<file path="config.mk">
export PLATFORM = sky130hd
export DESIGN_NAME = score_keeper
export DESIGN_NICKNAME = d
export VERILOG_FILES = /design/src/rtl/pong_pkg.sv /design/src/rtl/score_keeper_goal_detect.sv /design/src/rtl/score_keeper.sv
export SDC_FILE = /design/constraint.sdc
export NUM_CORES = 1
export LEC_CHECK = 0
export CELL_PAD_IN_SITES_DETAIL_PLACEMENT = 1
export CELL_PAD_IN_SITES_GLOBAL_PLACEMENT = 2
export CORE_MARGIN = 3
export CORE_UTILIZATION = 26
export DETAILED_ROUTE_END_ITERATION = 16
export PLACE_DENSITY = 0.7
export SETUP_SLACK_MARGIN = 0.2
export SLEW_MARGIN = 20
export SYNTH_ARGS = -nofsm -noshare
export SYNTH_HDL_FRONTEND = slang
export SYNTH_SLANG_ARGS = --single-unit
export TNS_END_PERCENT = 30
</file>
<file path="constraint.sdc">
create_clock -name clk_i -period 1.9 [get_ports clk_i]
set_input_delay 0.19 -clock clk_i [delete_from_list [all_inputs] [get_ports clk_i]]
set_output_delay 0.19 -clock clk_i [all_outputs]
set_load 0.005 [all_outputs]
</file>
<file path="src/rtl/pong_pkg.sv">
// Shared match-state types and widths for the pong score path.
// Screen geometry macros default here when no project config has defined them.
`ifndef X_POS_W
`define X_POS_W 10
`endif
`ifndef SCREEN_H_RES
`define SCREEN_H_RES 640
`endif

package pong_pkg;

    typedef enum logic [1:0] {
        IDLE      = 2'd0,
        SERVE     = 2'd1,
        PLAY      = 2'd2,
        GAME_OVER = 2'd3
    } game_state_t;

    // Wide enough for any serve pause up to 255 frames.
    localparam int SERVE_CNT_W = 8;

endpackage

</file>
<file path="src/rtl/score_keeper_goal_detect.sv">
// Goal detector: compares the sampled ball X against the field edges and
// gates each exit through an armed flag so a lingering ball scores only once.
module goal_detect
    import pong_pkg::*;
(
    input  logic                clk_i,
    input  logic                rst_ni,
    input  logic                sample_i,
    input  logic [`X_POS_W-1:0] ball_x_i,
    output logic                pc_goal_o,
    output logic                player_goal_o
);

    localparam logic [`X_POS_W-1:0] RIGHT_EDGE = `X_POS_W'(`SCREEN_H_RES);
    localparam logic [`X_POS_W-1:0] LEFT_EDGE  = {`X_POS_W{1'b0}};

    logic armed_r;
    logic right_out_s;
    logic left_out_s;

    // Edge compares and goal strobes; right exit wins if both ever fire.
    always_comb begin
        right_out_s   = (ball_x_i > RIGHT_EDGE);
        left_out_s    = (ball_x_i == LEFT_EDGE);
        pc_goal_o     = sample_i & armed_r & right_out_s;
        player_goal_o = sample_i & armed_r & ~right_out_s & left_out_s;
    end

    // Armed flag: cleared by any out-of-field sample, restored by an in-field sample.
    always_ff @(posedge clk_i) begin
        if (!rst_ni) begin
            armed_r <= 1'b1;
        end else if (sample_i) begin
            armed_r <= ~(right_out_s | left_out_s);
        end else begin
            armed_r <= armed_r;
        end
    end

endmodule

</file>
<file path="src/rtl/score_keeper.sv">
// Score keeper: goal counting, saturating scores and the match state machine.
// Define SCORE_WIN_BY_TWO_EN to require a two-point margin (saturation always wins).
module score_keeper
    import pong_pkg::*;
#(
    parameter int WIN_SCORE    = 11,
    parameter int SERVE_FRAMES = 60,
    parameter int SCORE_W      = 5
) (
    input  logic                clk_i,
    input  logic                rst_ni,
    input  logic                new_frame_i,
    input  logic [`X_POS_W-1:0] ball_x_i,
    input  logic                start_i,
    output logic [SCORE_W-1:0]  player_score_o,
    output logic [SCORE_W-1:0]  pc_score_o,
    output logic [1:0]          state_o,
    output logic                freeze_o,
    output logic                winner_o,
    output logic                goal_o
);

    localparam logic [SCORE_W-1:0]     SCORE_MAX  = {SCORE_W{1'b1}};
    localparam logic [SCORE_W-1:0]     SCORE_ZERO = {SCORE_W{1'b0}};
    localparam logic [SCORE_W-1:0]     SCORE_ONE  = SCORE_W'(1);
    localparam logic [SCORE_W-1:0]     WIN_VAL    = SCORE_W'(WIN_SCORE);
    localparam logic [SERVE_CNT_W-1:0] CNT_ZERO   = {SERVE_CNT_W{1'b0}};
    localparam logic [SERVE_CNT_W-1:0] CNT_ONE    = SERVE_CNT_W'(1);
    localparam logic [SERVE_CNT_W-1:0] CNT_LAST   = SERVE_CNT_W'(SERVE_FRAMES - 1);
`ifdef SCORE_WIN_BY_TWO_EN
    localparam logic [SCORE_W:0]       MARGIN     = (SCORE_W + 1)'(2);
`endif

    game_state_t             state_r;
    game_state_t             state_nxt_s;
    logic [SCORE_W-1:0]      player_score_r;
    logic [SCORE_W-1:0]      pc_score_r;
    logic [SCORE_W-1:0]      player_nxt_s;
    logic [SCORE_W-1:0]      pc_nxt_s;
    logic [SCORE_W-1:0]      player_inc_s;
    logic [SCORE_W-1:0]      pc_inc_s;
    logic [SERVE_CNT_W-1:0]  serve_cnt_r;
    logic [SERVE_CNT_W-1:0]  cnt_nxt_s;
    logic                    freeze_r;
    logic                    winner_r;
    logic                    winner_nxt_s;
    logic                    goal_r;
    logic                    goal_nxt_s;
    logic                    start_prev_r;
    logic                    sample_s;
    logic                    pc_goal_s;
    logic                    player_goal_s;
    logic                    pc_win_s;
    logic                    player_win_s;

    assign sample_s = new_frame_i & (state_r == PLAY);

    goal_detect u_goal_detect (
        .clk_i         (clk_i),
        .rst_ni        (rst_ni),
        .sample_i      (sample_s),
        .ball_x_i      (ball_x_i),
        .pc_goal_o     (pc_goal_s),
        .player_goal_o (player_goal_s)
    );

    // Saturating post-goal scores and the win test applied to them.
    always_comb begin
        pc_inc_s     = (pc_score_r == SCORE_MAX) ? pc_score_r : pc_score_r + SCORE_ONE;
        player_inc_s = (player_score_r == SCORE_MAX) ? player_score_r : player_score_r + SCORE_ONE;
`ifdef SCORE_WIN_BY_TWO_EN
        pc_win_s     = (pc_inc_s == SCORE_MAX) ||
                       ((pc_inc_s >= WIN_VAL) && ({1'b0, pc_inc_s} >= ({1'b0, player_score_r} + MARGIN)));
        player_win_s = (player_inc_s == SCORE_MAX) ||
                       ((player_inc_s >= WIN_VAL) && ({1'b0, player_inc_s} >= ({1'b0, pc_score_r} + MARGIN)));
`else
        pc_win_s     = (pc_inc_s == WIN_VAL);
        player_win_s = (player_inc_s == WIN_VAL);
`endif
    end

    // Match FSM next-state, serve counter and score updates.
    always_comb begin
        state_nxt_s  = state_r;
        cnt_nxt_s    = serve_cnt_r;
        player_nxt_s = player_score_r;
        pc_nxt_s     = pc_score_r;
        winner_nxt_s = winner_r;
        goal_nxt_s   = 1'b0;
        case (state_r)
            IDLE: begin
                if (start_i) begin
                    state_nxt_s  = SERVE;
                    cnt_nxt_s    = CNT_ZERO;
                    player_nxt_s = SCORE_ZERO;
                    pc_nxt_s     = SCORE_ZERO;
                    winner_nxt_s = 1'b0;
                end else begin
                    state_nxt_s  = IDLE;
                end
            end
            SERVE: begin
                if (new_frame_i) begin
                    if (serve_cnt_r == CNT_LAST) begin
                        state_nxt_s = PLAY;
                        cnt_nxt_s   = CNT_ZERO;
                    end else begin
                        cnt_nxt_s   = serve_cnt_r + CNT_ONE;
                    end
                end else begin
                    cnt_nxt_s = serve_cnt_r;
                end
            end
            PLAY: begin
                if (pc_goal_s) begin
                    goal_nxt_s = 1'b1;
                    pc_nxt_s   = pc_inc_s;
                    if (pc_win_s) begin
                        state_nxt_s  = GAME_OVER;
                        winner_nxt_s = 1'b1;
                    end else begin
                        state_nxt_s  = SERVE;
                        cnt_nxt_s    = CNT_ZERO;
                    end
                end else if (player_goal_s) begin
                    goal_nxt_s   = 1'b1;
                    player_nxt_s = player_inc_s;
                    if (player_win_s) begin
                        state_nxt_s  = GAME_OVER;
                        winner_nxt_s = 1'b0;
                    end else begin
                        state_nxt_s  = SERVE;
                        cnt_nxt_s    = CNT_ZERO;
                    end
                end else begin
                    state_nxt_s = PLAY;
                end
            end
            GAME_OVER: begin
                // Only a fresh press leaves the result screen.
                if (start_i && !start_prev_r) begin
                    state_nxt_s = IDLE;
                end else begin
                    state_nxt_s = GAME_OVER;
                end
            end
            default: begin
                state_nxt_s = IDLE;
            end
        endcase
    end

    // State, score and output registers.
    always_ff @(posedge clk_i) begin
        if (!rst_ni) begin
            state_r        <= IDLE;
            player_score_r <= SCORE_ZERO;
            pc_score_r     <= SCORE_ZERO;
            serve_cnt_r    <= CNT_ZERO;
            freeze_r       <= 1'b1;
            winner_r       <= 1'b0;
            goal_r         <= 1'b0;
            start_prev_r   <= 1'b0;
        end else begin
            state_r        <= state_nxt_s;
            player_score_r <= player_nxt_s;
            pc_score_r     <= pc_nxt_s;
            serve_cnt_r    <= cnt_nxt_s;
            freeze_r       <= (state_nxt_s != PLAY);
            winner_r       <= winner_nxt_s;
            goal_r         <= goal_nxt_s;
            start_prev_r   <= start_i;
        end
    end

    assign player_score_o = player_score_r;
    assign pc_score_o     = pc_score_r;
    assign state_o        = state_r;
    assign freeze_o       = freeze_r;
    assign winner_o       = winner_r;
    assign goal_o         = goal_r;

endmodule

</file>
# Word level (Yosys, flattened, before mapping)
# Cells that the tools add are included.
dict set report word_totals {
  n_memories 0
  output_inout_bits 15
  word_cells 84
  ram_bits 0
  rom_bits 0
  inputBits 14
  latch_bits 0
  register_bits 25
}
dict set report op_classes {
  n_eq_ne 19
  n_shift 0
  n_mux 33
  reduce_logical 11
  magnitude_cmp 1
  addsub 3
  bitwise_logic 8
  div 0
  multipliers 0
}
# cell count
set op_table {}
lappend op_table {{$mux 8} 7}
lappend op_table {{$mux 5} 6}
lappend op_table {{$pmux 8 s3} 1}
lappend op_table {{$pmux 5 s2} 2}
lappend op_table {{$ne 3x3->1 const B} 5}
lappend op_table {{$mux 2} 7}
lappend op_table {{$ne 2x2->1 const B} 6}
lappend op_table {{$add 5x1->5 const B} 2}
lappend op_table {{$eq 5x4->1 const B} 2}
lappend op_table {{$eq 5x5->1 const B} 2}
lappend op_table {{$gt 10x10->1 const B} 1}
lappend op_table {{$logic_not 10->1} 1}
lappend op_table {{$add 8x1->8 const B} 1}
lappend op_table {{$eq 8x6->1 const B} 1}
lappend op_table {{$mux 1} 8}
lappend op_table {{$pmux 2 s4} 1}
lappend op_table {{$reduce_and 6->1} 1}
lappend op_table {{$and 1x1->1} 5}
lappend op_table {{$reduce_and 5->1} 1}
lappend op_table {{$eq 2x2->1 const B} 2}
lappend op_table {{$reduce_and 4->1} 1}
lappend op_table {{$reduce_and 3->1} 1}
lappend op_table {{$reduce_bool 3->1} 1}
lappend op_table {{$eq 2x1->1 const B} 1}
lappend op_table {{other kinds (8)} 9}

# Depth between registers and ports, before layout
dict set report logic_depth {
  depth_word 9
  mapped_depth 7
  ltp_nobuf 6
}

# Cells and area by module
# A second synthesis with hierarchy kept.
dict set report unflattened {
  hier_cells 184
  area_unflattened_um2 1468.9
}
# module n_inst seq_area_each_um2 cells_each area_each_um2
set modules_own_cells {}
lappend modules_own_cells {score_keeper 1 480.5 167 1355.0}
lappend modules_own_cells {goal_detect 1 20.0 17 113.9}

# Worst setup path after synthesis
# Ideal clock, no wire load.
dict set report synth_timing {
  kind {flip-flop to flip-flop}
  from {register pc_score_r[0], in the netlist pc_score_o[0]}
  to {register serve_cnt_r[3]}
  setup_time_ns 0.101
  required_ns 1.799
  arrival_time_ns 1.916
  n_path_buf 1
  synth_period_minus_slack_ns 2.017
  stages_incl_launch_ff 8
  path_slack_ns -0.117
  cell_sequence {dfxtp_1 > ha_1 > nand4bb_1 > nor3_1 > a221o_1 > buf_6 > or3_4 > o41ai_1}
}
dict set report synth_via {
  elab_chain_len 5
  word_cells_on_any_way 6
  cone_classes {add/sub: 1; eq/ne: 3; mux: 1; reduce/logical: 1}
}
# item line
set synth_lines {}
lappend synth_lines {{start: declaration} score_keeper.sv:37} ;# logic [SCORE_W-1:0] pc_score_r;
lappend synth_lines {{start signal: assignment} score_keeper.sv:167} ;# pc_score_r <= pc_nxt_s;
lappend synth_lines {{$add 5x1->5 / $eq 5x5->1 (equally long branches)} score_keeper.sv:69} ;# pc_inc_s = (pc_score_r == SCORE_MAX) ? pc_score_r : pc_score_r + SCORE_ONE;
lappend synth_lines {{$mux 5 (*)} score_keeper.sv:69}
lappend synth_lines {{$eq 5x4->1 (*)} score_keeper.sv:77} ;# pc_win_s = (pc_inc_s == WIN_VAL);
lappend synth_lines {{$ne 3x3->1 (no source line) (*)} n/a}
lappend synth_lines {{$reduce_and 6->1 (no source line) (*)} n/a}
lappend synth_lines {{end signal: assignment} score_keeper.sv:168} ;# serve_cnt_r <= cnt_nxt_s;
lappend synth_lines {{end: declaration} score_keeper.sv:42} ;# logic [SERVE_CNT_W-1:0] serve_cnt_r;
# Mark *: on every way between the ends. The rest lies on a longest branch, timed or not.
# A chain may end at the register's enable or synchronous reset.

# Worst setup path in the final report
dict set report layout_timing {
  from {input port new_frame_i}
  to {register serve_cnt_r[7]}
}
dict set report layout_via {
  elab_chain_len 6
  word_cells_on_any_way 12
  cone_classes {eq/ne: 4; mux: 2; bitwise: 5; reduce/logical: 1}
}
# item line
set layout_lines {}
lappend layout_lines {{start: declaration} score_keeper.sv:12} ;# input logic new_frame_i,
lappend layout_lines {{$and 1x1->1} score_keeper.sv:56} ;# assign sample_s = new_frame_i & (state_r == PLAY);
lappend layout_lines {{$and 1x1->1} {score_keeper_goal_detect.sv:25, score_keeper_goal_detect.sv:26}}
lappend layout_lines {{$and 1x1->1 (2 in a row)} score_keeper_goal_detect.sv:26} ;# player_goal_o = sample_i & armed_r & ~right_out_s & left_out_s;
lappend layout_lines {{$ne 3x3->1 (no source line)} n/a}
lappend layout_lines {{$reduce_and 6->1 (no source line)} n/a}
# Several ways; a longest one is shown, not always the timed one.

==> metrics <==
drt drc 0; cell chain of the critical path clkdlybuf4s50_1 -> and4b_1 -> nand4_1 -> o211a_4 -> or3_4 -> o41ai_2; arrival time worst endpoint 2.05 ns; f_max 534 MHz; Final setup viols 0; skew final 0.00279 ns; R2R setup slack 0.04 ns; Detailed Route Iter0 Violations 82; Initial Util 0.281; router iterations before antenna repair 4; PwrDens 465 nW/µm²; Final #Nets 246; Die Ht 79.1 µm; CP Capture Type register; CTS buffer count 3; CORE AREA 4940 µm²; Design Area, Final 2190 µm²; clock tree buffer depth 2; largest net degree at the start of global routing 17; initial antenna violation count 0; share of cells above drive strength 1 0.289; VDD IR max 298 µV; htree depth 1; hpwl dp 3590 µm; top_reg_cell synth dfxtp_1; Synth Cell Area 1390 µm²; multi-input logic area 995 µm²; Die Span X 79.1 µm; Detail Route Antenna Nets 0; RSZ-0062 raised after global routing yes; PortBufs 28; post-synthesis register bit count 25; first-pass GRT wire length 8270 µm; Mapped Cells 165; Rows 25; Req. time, crit path 2.08 ns; area added between synthesis and finish 57.4%; EDFF count, synth 0; CP max stage delay 0.50 ns; P_leak 0.805 nW; Critical path destination serve_cnt_r[7]; ant diodes 0; Fillers 616; CTS clk-pin slew, worst paths 0.09 ns; Slew HR 0.726; Synth Warn # 0; Max Cap Viol 0; asr flop ratio synth 0; Total Wirelength 4920 µm; CTS tree yes; Tmin final 1.87 ns; Mean Syn Cell Area 8.42 µm²; Max FO, Critical Path 6; status completed; critical path launch point type input port; worst skew pair latency 0.27 ns; DIE AREA 6260 µm²; register area share after synthesis 0.360; FF-to-FF Start state_o[0]; Max Slew Vio Count 0; Vias 1564; Yosys top cell by area dfxtp_1; All-Layer GR Usage 0.163; commonest cells in the netlist dfxtp_1 (25), nor2_1 (16), a21oi_1 (15); Final Hold Fails 0; critical path type input port to register; Design Power 1.02 mW; dominant cells by area after synthesis dfxtp_1 (36%), a21oi_1 (5.4%), o21ai_0 (4.7%); worst hold path type register to register; RD Place Congestion 0.810; critical path's slowest cell clkdlybuf4s50_1; FF-to-FF path depth 6; vias in the first global route 1691; post-synthesis cell type count 40; sequential cell area 503 µm²; Overflow after GRT 0; capturing point of the worst reg2reg path serve_cnt_r[7]; Routed WL per cell 16.7 µm; launch point of the worst path new_frame_i; Tcrit/Tclk final 0.986; worst slew pin tran 0.409 ns; clk sinks 25; IO Count 29; Synth top area share 0.360; CTS root buf clkbuf_8; Vias/cell 5.30; Synth Net Count 182; top-count cell post-synth dfxtp_1; placed cell area 1990 µm²
[worst min-delay path by stage]
stage                              start             end  slack, ns  cells after the start
after floorplan                  start_i    start_prev_r       0.31                      1
after global placement          winner_o        winner_o       0.48                      2
after detailed placement        winner_o        winner_o       0.49                      2
after CTS                       winner_o        winner_o       0.51                      2
after global routing      serve_cnt_r[1]  serve_cnt_r[1]       0.53                      2
final                           winner_o        winner_o       0.50                      2
[placed cells by master (no fill, tap or decap), drive strengths merged, types with 3 or more instances in the layout]
cell type,netlist,routed
nand3b,3,3
a211oi,3,3
ha,3,3
nand2,14,14
dlygate4sd2,0,7
a21oi,15,15
a31oi,6,6
nand4bb,3,3
a41oi,3,3
nand2b,3,3
nor4,3,3
o21ai,13,13
clkdlybuf4s50,0,21
o311ai,5,5
o31ai,3,3
nor2b,5,5
and2,3,3
and3,5,5
dfxtp,25,25
o211ai,3,3
nor3,4,4
buf,2,37
nor2,16,16
clkbuf,4,3
nand4,4,4
[cell type report]
type	count	share of cell area
Inverter	1	0.00172
Clock inverter	1	0.00229
Clock buffer	3	0.0189
Tap cell	67	0.0383
Multi-Input combinational cell	133	0.455
Sequential cell	25	0.230
Timing Repair Buffer	65	0.254
[layer usage]
metal	global-route usage	vias up	share of wire
met4	0.0275	0	0.0055
met1	0.202	750	0.45
met3	0.0363	4	0.044
met5	0	-	0
li1	-	767	-
met2	0.290	43	0.50
[worst max-delay path, delay by kind of cell]
family	cells	cell delay, ns
AO/OA/AOI/OAI	2	0.53
buffers and inverters	1	0.50
AND/OR/NAND/NOR	3	0.82
[registers in the layout, summed over array words and instances (netlist names)]
register / cells
freeze_o: 1
pc_score_o: 5
serve_cnt_r: 8
winner_o: 1
start_prev_r: 1
player_score_o: 5
state_o: 2
u_goal_detect.armed_r: 1
goal_o: 1
[where the power goes]
part / total [mW] / switching (mW) / internal, mW
registers: 0.531 / 0.00261 / 0.528
clock network: 0.323 / 0.176 / 0.147
logic: 0.164 / 0.0913 / 0.0723
[per-stage QoR]
stage | cells | TNS [ns] | hold WS (ns) | setup WS, ns | utilization
after CTS | 293 | -0.0269 | 0.506 | -0.0121 | 0.431
final | 295 | 0 | 0.501 | 0.0271 | 0.443
after detailed placement | 285 | -5.67 | 0.493 | -0.514 | 0.402
after global routing | 295 | -0.177 | 0.535 | -0.0566 | 0.443
after floorplan | 165 | 0 | 0.312 | 0.0468 | -
after global placement | 285 | -4.50 | 0.479 | -0.441 | 0.402
[timing repair]
item,4_1_cts,5_1_grt
hold buffers,0,0
gates resized for setup,24,13
setup endpoints to repair,18,19
buffers inserted,4,2
pin swaps,10,8
[logic make-up after synthesis]
kind of cell	after synthesis	share of synthesized area
DFF	25	0.360
buffers and inverters	7	0.0252
and+or+nand+nor	72	0.311
adders and majority gates	3	0.0270
AOI/OAI and AO/OA	58	0.277
No activity file was read; power rests on OpenSTA's default activity.
